### src/rtl/mips_pkg.sv
// Shared MIPS encoding constants, op_kind enumeration and loader state type.
package mips_pkg;

   localparam logic [5:0] OPC_R    = 6'b000000;
   localparam logic [5:0] OPC_LW   = 6'b100011;
   localparam logic [5:0] OPC_SW   = 6'b101011;
   localparam logic [5:0] OPC_BEQ  = 6'b000100;
   localparam logic [5:0] OPC_ADDI = 6'b001000;
   localparam logic [5:0] OPC_BNE  = 6'b000101;
   localparam logic [5:0] OPC_J    = 6'b000010;

   typedef enum logic [2:0] {
      OP_R    = 3'd0,
      OP_LW   = 3'd1,
      OP_SW   = 3'd2,
      OP_BEQ  = 3'd3,
      OP_ADDI = 3'd4,
      OP_BNE  = 3'd5,
      OP_J    = 3'd6,
      OP_ILL  = 3'd7
   } op_kind_e;

   typedef enum logic [1:0] {
      ST_IDLE  = 2'd0,
      ST_LOAD  = 2'd1,
      ST_FLUSH = 2'd2
   } state_e;

endpackage

### src/rtl/instr_pack.sv
// Combinational packer: op_kind plus instruction fields -> 32-bit MIPS word.
module instr_pack
   import mips_pkg::*;
(
   input  logic [2:0]  op_kind_i,
   input  logic [4:0]  rs_i,
   input  logic [4:0]  rt_i,
   input  logic [4:0]  rd_i,
   input  logic [5:0]  funct_i,
   input  logic [15:0] imm_i,
   input  logic [25:0] target_i,
   output logic [31:0] word_o,
   output logic        illegal_o
);

   always_comb begin
      word_o    = '0;
      illegal_o = 1'b0;
      case (op_kind_i)
         OP_R:    word_o = {OPC_R, rs_i, rt_i, rd_i, 5'b0, funct_i};
         OP_LW:   word_o = {OPC_LW, rs_i, rt_i, imm_i};
         OP_SW:   word_o = {OPC_SW, rs_i, rt_i, imm_i};
         OP_BEQ:  word_o = {OPC_BEQ, rs_i, rt_i, imm_i};
         OP_ADDI: word_o = {OPC_ADDI, rs_i, rt_i, imm_i};
         OP_BNE:  word_o = {OPC_BNE, rs_i, rt_i, imm_i};
         OP_J:    word_o = {OPC_J, target_i};
         default: illegal_o = 1'b1;
      endcase
   end

endmodule

### src/rtl/instr_encoder.sv
// Instruction loader: encodes field bundles and streams them into instruction memory.
module instr_encoder
   import mips_pkg::*;
#(
   parameter logic [31:0] BASE_ADDR = 32'h0000_0000,
   parameter int unsigned DEPTH     = 256
) (
   input  logic        clk,
   input  logic        rst_n,
   input  logic        start,
   input  logic        in_valid,
   output logic        in_ready,
   input  logic [2:0]  op_kind,
   input  logic [4:0]  rs,
   input  logic [4:0]  rt,
   input  logic [4:0]  rd,
   input  logic [5:0]  funct,
   input  logic [15:0] imm,
   input  logic [25:0] target,
   input  logic        last,
   output logic        imem_we,
   output logic [31:0] imem_addr,
   output logic [31:0] imem_wdata,
   output logic        busy,
   output logic        done,
   output logic        err
);

   localparam int unsigned    CW      = $clog2(DEPTH + 1);
   localparam logic [CW-1:0] DEPTH_C = CW'(DEPTH);

   state_e        state_q, state_d;
   logic [CW-1:0] count_q, count_d;
   logic          we_q, we_d;
   logic [31:0]   addr_q, addr_d;
   logic [31:0]   wdata_q, wdata_d;
   logic          err_q, err_d;
   logic [31:0]   word;
   logic          illegal;
   logic          accept;

   instr_pack u_pack (
      .op_kind_i (op_kind),
      .rs_i      (rs),
      .rt_i      (rt),
      .rd_i      (rd),
      .funct_i   (funct),
      .imm_i     (imm),
      .target_i  (target),
      .word_o    (word),
      .illegal_o (illegal)
   );

   always_comb begin
      state_d  = state_q;
      count_d  = count_q;
      we_d     = 1'b0;
      addr_d   = addr_q;
      wdata_d  = wdata_q;
      err_d    = err_q;
      // start masks acceptance so a restart never consumes the pending bundle
      in_ready = (state_q == ST_LOAD) && (count_q < DEPTH_C) && !start;
      accept   = in_valid && in_ready;

      if (accept) begin
         if (illegal) begin
            err_d = 1'b1;
         end else begin
            we_d    = 1'b1;
            addr_d  = BASE_ADDR + (32'(count_q) << 2);
            wdata_d = word;
            count_d = count_q + CW'(1);
         end
      end

      case (state_q)
         ST_IDLE:  if (start) state_d = ST_LOAD;
         ST_LOAD:  if (accept && last) state_d = ST_FLUSH;
         ST_FLUSH: state_d = ST_IDLE;
         default:  state_d = ST_IDLE;
      endcase

      if (start) begin
         state_d = ST_LOAD;
         count_d = '0;
         err_d   = 1'b0;
      end
   end

   always_ff @(posedge clk or negedge rst_n) begin
      if (!rst_n) begin
         state_q <= ST_IDLE;
         count_q <= '0;
         we_q    <= 1'b0;
         addr_q  <= BASE_ADDR;
         wdata_q <= '0;
         err_q   <= 1'b0;
      end else begin
         state_q <= state_d;
         count_q <= count_d;
         we_q    <= we_d;
         addr_q  <= addr_d;
         wdata_q <= wdata_d;
         err_q   <= err_d;
      end
   end

   assign imem_we    = we_q;
   assign imem_addr  = addr_q;
   assign imem_wdata = wdata_q;
   assign err        = err_q;
   assign busy       = (state_q != ST_IDLE);
   assign done       = (state_q == ST_FLUSH);

endmodule

### config.mk
export PLATFORM = sky130hd
export DESIGN_NAME = instr_encoder
export DESIGN_NICKNAME = d
export VERILOG_FILES = /design/src/rtl/mips_pkg.sv /design/src/rtl/instr_pack.sv /design/src/rtl/instr_encoder.sv
export SDC_FILE = /design/constraint.sdc
export NUM_CORES = 1
export LEC_CHECK = 0
export CORE_MARGIN = 8
export CORE_UTILIZATION = 35
export DETAILED_ROUTE_END_ITERATION = 16
export MAX_ROUTING_LAYER = met4
export PLACE_DENSITY = 0.73
export SKIP_LAST_GASP = 1
export SLEW_MARGIN = 40
export SYNTH_ARGS = -nofsm -noshare
export SYNTH_HDL_FRONTEND = slang
export SYNTH_SLANG_ARGS = --single-unit
### constraint.sdc
create_clock -name clk -period 2.8 [get_ports clk]
set_input_delay 0.28 -clock clk [delete_from_list [all_inputs] [get_ports clk]]
set_output_delay 0.28 -clock clk [all_outputs]
set_load 0.01 [all_outputs]
After elaboration in Yosys (flattened, before gate mapping):

Index checks and enable logic that the tools add are counted.

* equality and inequality tests: 11
* $lt $le $gt $ge: 1
* add/sub/neg operators: 1
* bitwise operators: 0
* reduce and logical (&&, ||, !) cells: 15
* shift-type cells: 0
* div/mod/pow operators: 0
* muxes and demuxes: 12
* multipliers: 0

Operators with widths (count)
* 32-bit case mux with 7 select lines: 1
* 9-bit two-way mux: 3
* 9-bit by 1-bit adder with 9-bit output (second input constant): 1
* 3-bit == test (second input constant): 3
* 9-bit less-than comparator (second input constant): 1
* 2-bit AND reduction: 4
* 7-bit OR reduction: 1
* 3-bit by 2-bit == test with 1-bit output (second input constant): 2
* 2-bit nonzero test: 3
* 1-bit two-way mux: 5
* 1-bit logical AND: 4
* 2-bit two-way mux: 2
* 2-bit case mux with 2 select lines: 1
* 3-bit by 1-bit == test with 1-bit output (second input constant): 1
* 3-bit zero test: 1
* 3-bit by 2-bit inequality test with 1-bit output (second input constant): 1
* 2-bit by 1-bit == test with 1-bit output (second input constant): 1
* 2-bit == test (second input constant): 1
* 2-bit zero test: 1
* 2-bit by 1-bit inequality test with 1-bit output (second input constant): 1
* 2-bit inequality test (second input constant): 1
* 1-bit zero test: 1

* register bits: 54
* latch bits: 0
* output and inout bits: 69
* memory bits (read-only): 0
* logic and storage cells: 46
* RAM bits: 0
* memories kept: 0

Logic depth before layout (Yosys ltp):

* depth in word-level cells: 8
* mapped depth: 6

Modules after synthesis:

A second synthesis with hierarchy kept.

* cell total of the unflattened synthesis: 294
* area, all modules: 3259.4 um2

Modules (own cells, without submodules)
* instr_encoder: cells each 176, times used 1, area each 2522.4 um2
* instr_pack: cells each 118, times used 1, area each 737.0 um2

Worst setup path before layout:

OpenSTA, ideal clock, no wires.

* path kind: reg2reg
* from: register state_q[1]
* to: register count_q[6]
* arrival: 1.752 ns
* setup slack: 0.923 ns
* period minus slack after synthesis: 1.877 ns
* cell stages (with the launch flop): 4
* cells stage by stage: dfrtp_1 or4b_4 or4_4 mux2_4

* cells in the longest elaborated chain, start to end: 6

RTL lines
* from (decl): RTL line instr_encoder.sv:32 `state_e state_q, state_d;`
* from (signal assigned): RTL line instr_encoder.sv:99 `state_q <= state_d;`
* 2-bit by 1-bit == test with 1-bit output: RTL line instr_encoder.sv:62 `in_ready = (state_q == ST_LOAD) && (count_q < DEPTH_C) && !start;`
* 1-bit logical AND (2 in series): RTL line instr_encoder.sv:62
* 1-bit logical AND: RTL line instr_encoder.sv:63 `accept = in_valid && in_ready;`
* 2-bit nonzero test (no line)
* 2-bit AND reduction (no line)
* to (signal assigned): RTL line instr_encoder.sv:100 `count_q <= count_d;`
* to (decl): RTL line instr_encoder.sv:33 `logic [CW-1:0] count_q, count_d;`

No other way between the ends.
A chain may end at the register's enable or synchronous reset.

Worst setup path after layout:

* from: register state_q[1]
* to: output in_ready

* cells in the longest elaborated chain, start to end: 3

RTL lines
* 2-bit by 1-bit == test with 1-bit output: RTL line instr_encoder.sv:62
* 1-bit logical AND (2 in series): RTL line instr_encoder.sv:62
* to (decl): RTL line instr_encoder.sv:12 `output logic in_ready,`

No other way between the ends.

==> results.yml <==
outcome:
  outcome: "finished clean"
drt:
  via_count: 2918
  wl_per_cell_um: 18.62
  routed_wl_mm: 9.923
  drc: 0
  via_per_inst: 5.475
  first_iter_violations: 159
  first_pass_iters: 4
  antenna_left: 0
place:
  portBuffers: 115
  dpl.hpwl_mm: 7.413
  gp_congestion: 0.8038
  place_ws_ps: 386.6
critical_path:
  path_class: "flop to primary output"
  critPathLaunch: "state_q[1]"
  critPathRequiredTime_ps: 2520
  critPathLaunchType: "flop"
  endpoint_kind: "primary output"
  crit_arrival_ps: 2200
  rr_startpoint: "state_q[1]"
  critPathMaxFanout: 21
floorplanning:
  fp.dieArea_mm2: 0.01206
  core_area_mm2: 0.008636
  initial_utilization_pct: 35.69
  pin_count: 140
  row_count: 34
  die_x_um: 109.8
  die_h_um: 109.8
logic_synthesis:
  synth-compound-area-share_pct: 25.13
  synth_cell_type_count: 38
  yosysSeqAreaShare_pct: 43.04
  syn_area_mm2: 0.003082
  synthSimpleGateAreaFrac_pct: 14.86
  netlist.area_leader.share_pct: 43.04
  syn_avg_cell_area_um2: 9.661
  syn_inst: 319
  async_flop_share_pct: 100.0
  ys_top_cells_by_area: "dfrtp_1, a31oi_1, buf_4"
  synth_fa_ha_area_share_pct: 0.4060
  yosys_warnings: 0
  ys.flop_type: "dfrtp_1"
  synth_seq_cells: 53
  synth_commonest_cells: "dfrtp_1, a31oi_1, clkbuf_1, buf_4, o31ai_1"
  synth_top_family_by_area: "compound AO/OA/AOI/OAI gates"
  synth.area.mux_share_pct: 5.562
  synth_edf_count: 0
  yosys.area.top_type: "dfrtp_1"
  yosysMostFrequentCell: "dfrtp_1"
  synth-xor-area-share_pct: 0
timing:
  fmax_mhz: 403.8
  setup_viol: 0
  rsz0062_at_grt: "false"
  timing.final.ws_setup_ps: 323.2
  fin_setup_tns_ps: 0
  maxSlewViolCount: 0
  relSlewSlack_pct: 62.36
  period_needed_ps: 2477
  hold_viol: 0
  worstMarginPinSlew_ps: 564.6
  fin_skew_ps: 3.829
  period_share_pct: 88.46
layout:
  multi_input_area_mm2: 0.001509
  num_antenna_cells: 0
  area_growth_pct: 42.43
  utilization_pct: 50.83
  finalNetCount: 496
  register_area_mm2: 0.001326
  drive_above_1_share_pct: 10.35
  fillers: 772
clock_tree:
  clkTransAtPathRegs_ps: 100
  cts_sinks: 53
  cts_max_path_buffers: 2
  root_buffer: "clkbuf_8"
  numCtsBuffers: 5
  clkLatencyLatePin_ps: 300
  htreeDepth: 2
  cts_tree: "yes"
pwr:
  vdd_drop_max_mv: 0.2273
  p_switching_w: 0.0006713
  powerDensity_mw_per_mm2: 513.3
  p_leak_nw: 1.803
  swShare_pct: 29.80
  seqPwrFrac_pct: 42.7
  clkPwrFrac_pct: 24.4
  power.total_w: 0.002253
  pwr-share-comb_pct: 32.8
  cellInternalPower_w: 0.001582
hold_path:
  holdCritStartpoint: "imem_addr[10]"
  min_path_type: "flop to flop"
global_route:
  overflow: 0
  grt_pass1_vias: 2968
  antenna_found_initial: 0
  grt_pass1_wl_mm: 15.71
  grt_use_total_pct: 16.69
  grt_max_degree: 33
run:
  maxCapViolations: 0
-- power groups by stage --
stage / clock network (W) / logic, W / registers (W)
finish: 0.000550 / 0.000740 / 0.000963
global route: 0.000590 / 0.000803 / 0.000980
CTS: 0.000558 / 0.000745 / 0.000963
detailed placement: 0 / 0.000742 / 0.000977
global placement: 0 / 0.000728 / 0.000975
floorplan: 0 / 0.000284 / 0.00101
-- critical path: stages, from the launching register on --
cell and delay, ps:
dfrtp_1 430, or4b_4 700, clkinv_1 200, clkdlybuf4s50_1 560
-- kinds of logic (layout without fill, tap and decap cells) --
group,count (synthesis),count (layout)
AOI/OAI and AO/OA,106,106
adders and majority gates,1,1
buffers and inverters,64,147
DFF,53,53
muxes,15,15
other,1,24
and+or+nand+nor,79,79
-- state kept, by name (all words and copies together), names as in the netlist --
| signal | flops |
|---|---|
| count_q | 9 |
| err | 1 |
| imem_addr | 9 |
| imem_wdata | 31 |
| imem_we | 1 |
| state_q | 2 |
-- area by class of cell --
type / instances / area share [%]
multi-input combinational: 225 / 34.38
sequential: 53 / 30.22
timing repair buffer: 131 / 28.91
tap: 108 / 3.079
clock buffer: 6 / 1.881
clock inverter: 2 / 0.8552
inverter: 8 / 0.6842
-- layer usage --
metal / share of wire, % / GRT usage, % / up-vias
met3: 8.6 / 3.751 / 9
met1: 41 / 20.78 / 1412
met4: 1.0 / 3.279 / 0
met2: 49 / 27.18 / 119
li1: - / - / 1378
met5: 0 / - / -
-- worst paths after layout --
path | end | slack, ps | depth (start not counted)
max in group asynchronous | imem_wdata[2] | 1530 | 3
worst min register to register | imem_addr[10] | 490 | 1
worst max-delay path | in_ready | 320 | 3
worst min-delay path | imem_addr[10] | 490 | 1
min in group asynchronous | imem_wdata[1] | 500 | 2
worst max register to register | imem_wdata[29] | 660 | 5
-- stage by stage --
stage	hold WS [ps]	std cells	instance area, um^2
after detailed placement	309.5	524	4257
after CTS	499.1	533	4387
after global routing	507.2	533	4389
after floorplan	-15.59	342	3168
final	492.4	533	4389
after global placement	311.0	524	4257
-- cell usage in the layout (no fill, tap or decap), drive strengths merged, types with 7 or more instances in the layout --
master | netlist | layout
mux2 | 14 | 14
dfrtp | 53 | 53
nor2 | 7 | 7
nand3 | 9 | 9
a221oi | 11 | 11
a211oi | 11 | 11
nor2b | 13 | 13
buf | 29 | 16
clkdlybuf4s50 | 0 | 114
o31ai | 22 | 22
a31oi | 33 | 33
o21a | 11 | 11
nand4 | 12 | 12
conb | 1 | 24
nand2 | 16 | 16
o21ai | 7 | 7
-- what timing repair did --
item,4_1_cts,5_1_grt
gates resized for setup,0,0
hold buffers,1,0
endpoints found under the hold margin,25,0
buffers inserted,0,0
Note: power is estimated with default switching activity, not from simulation.
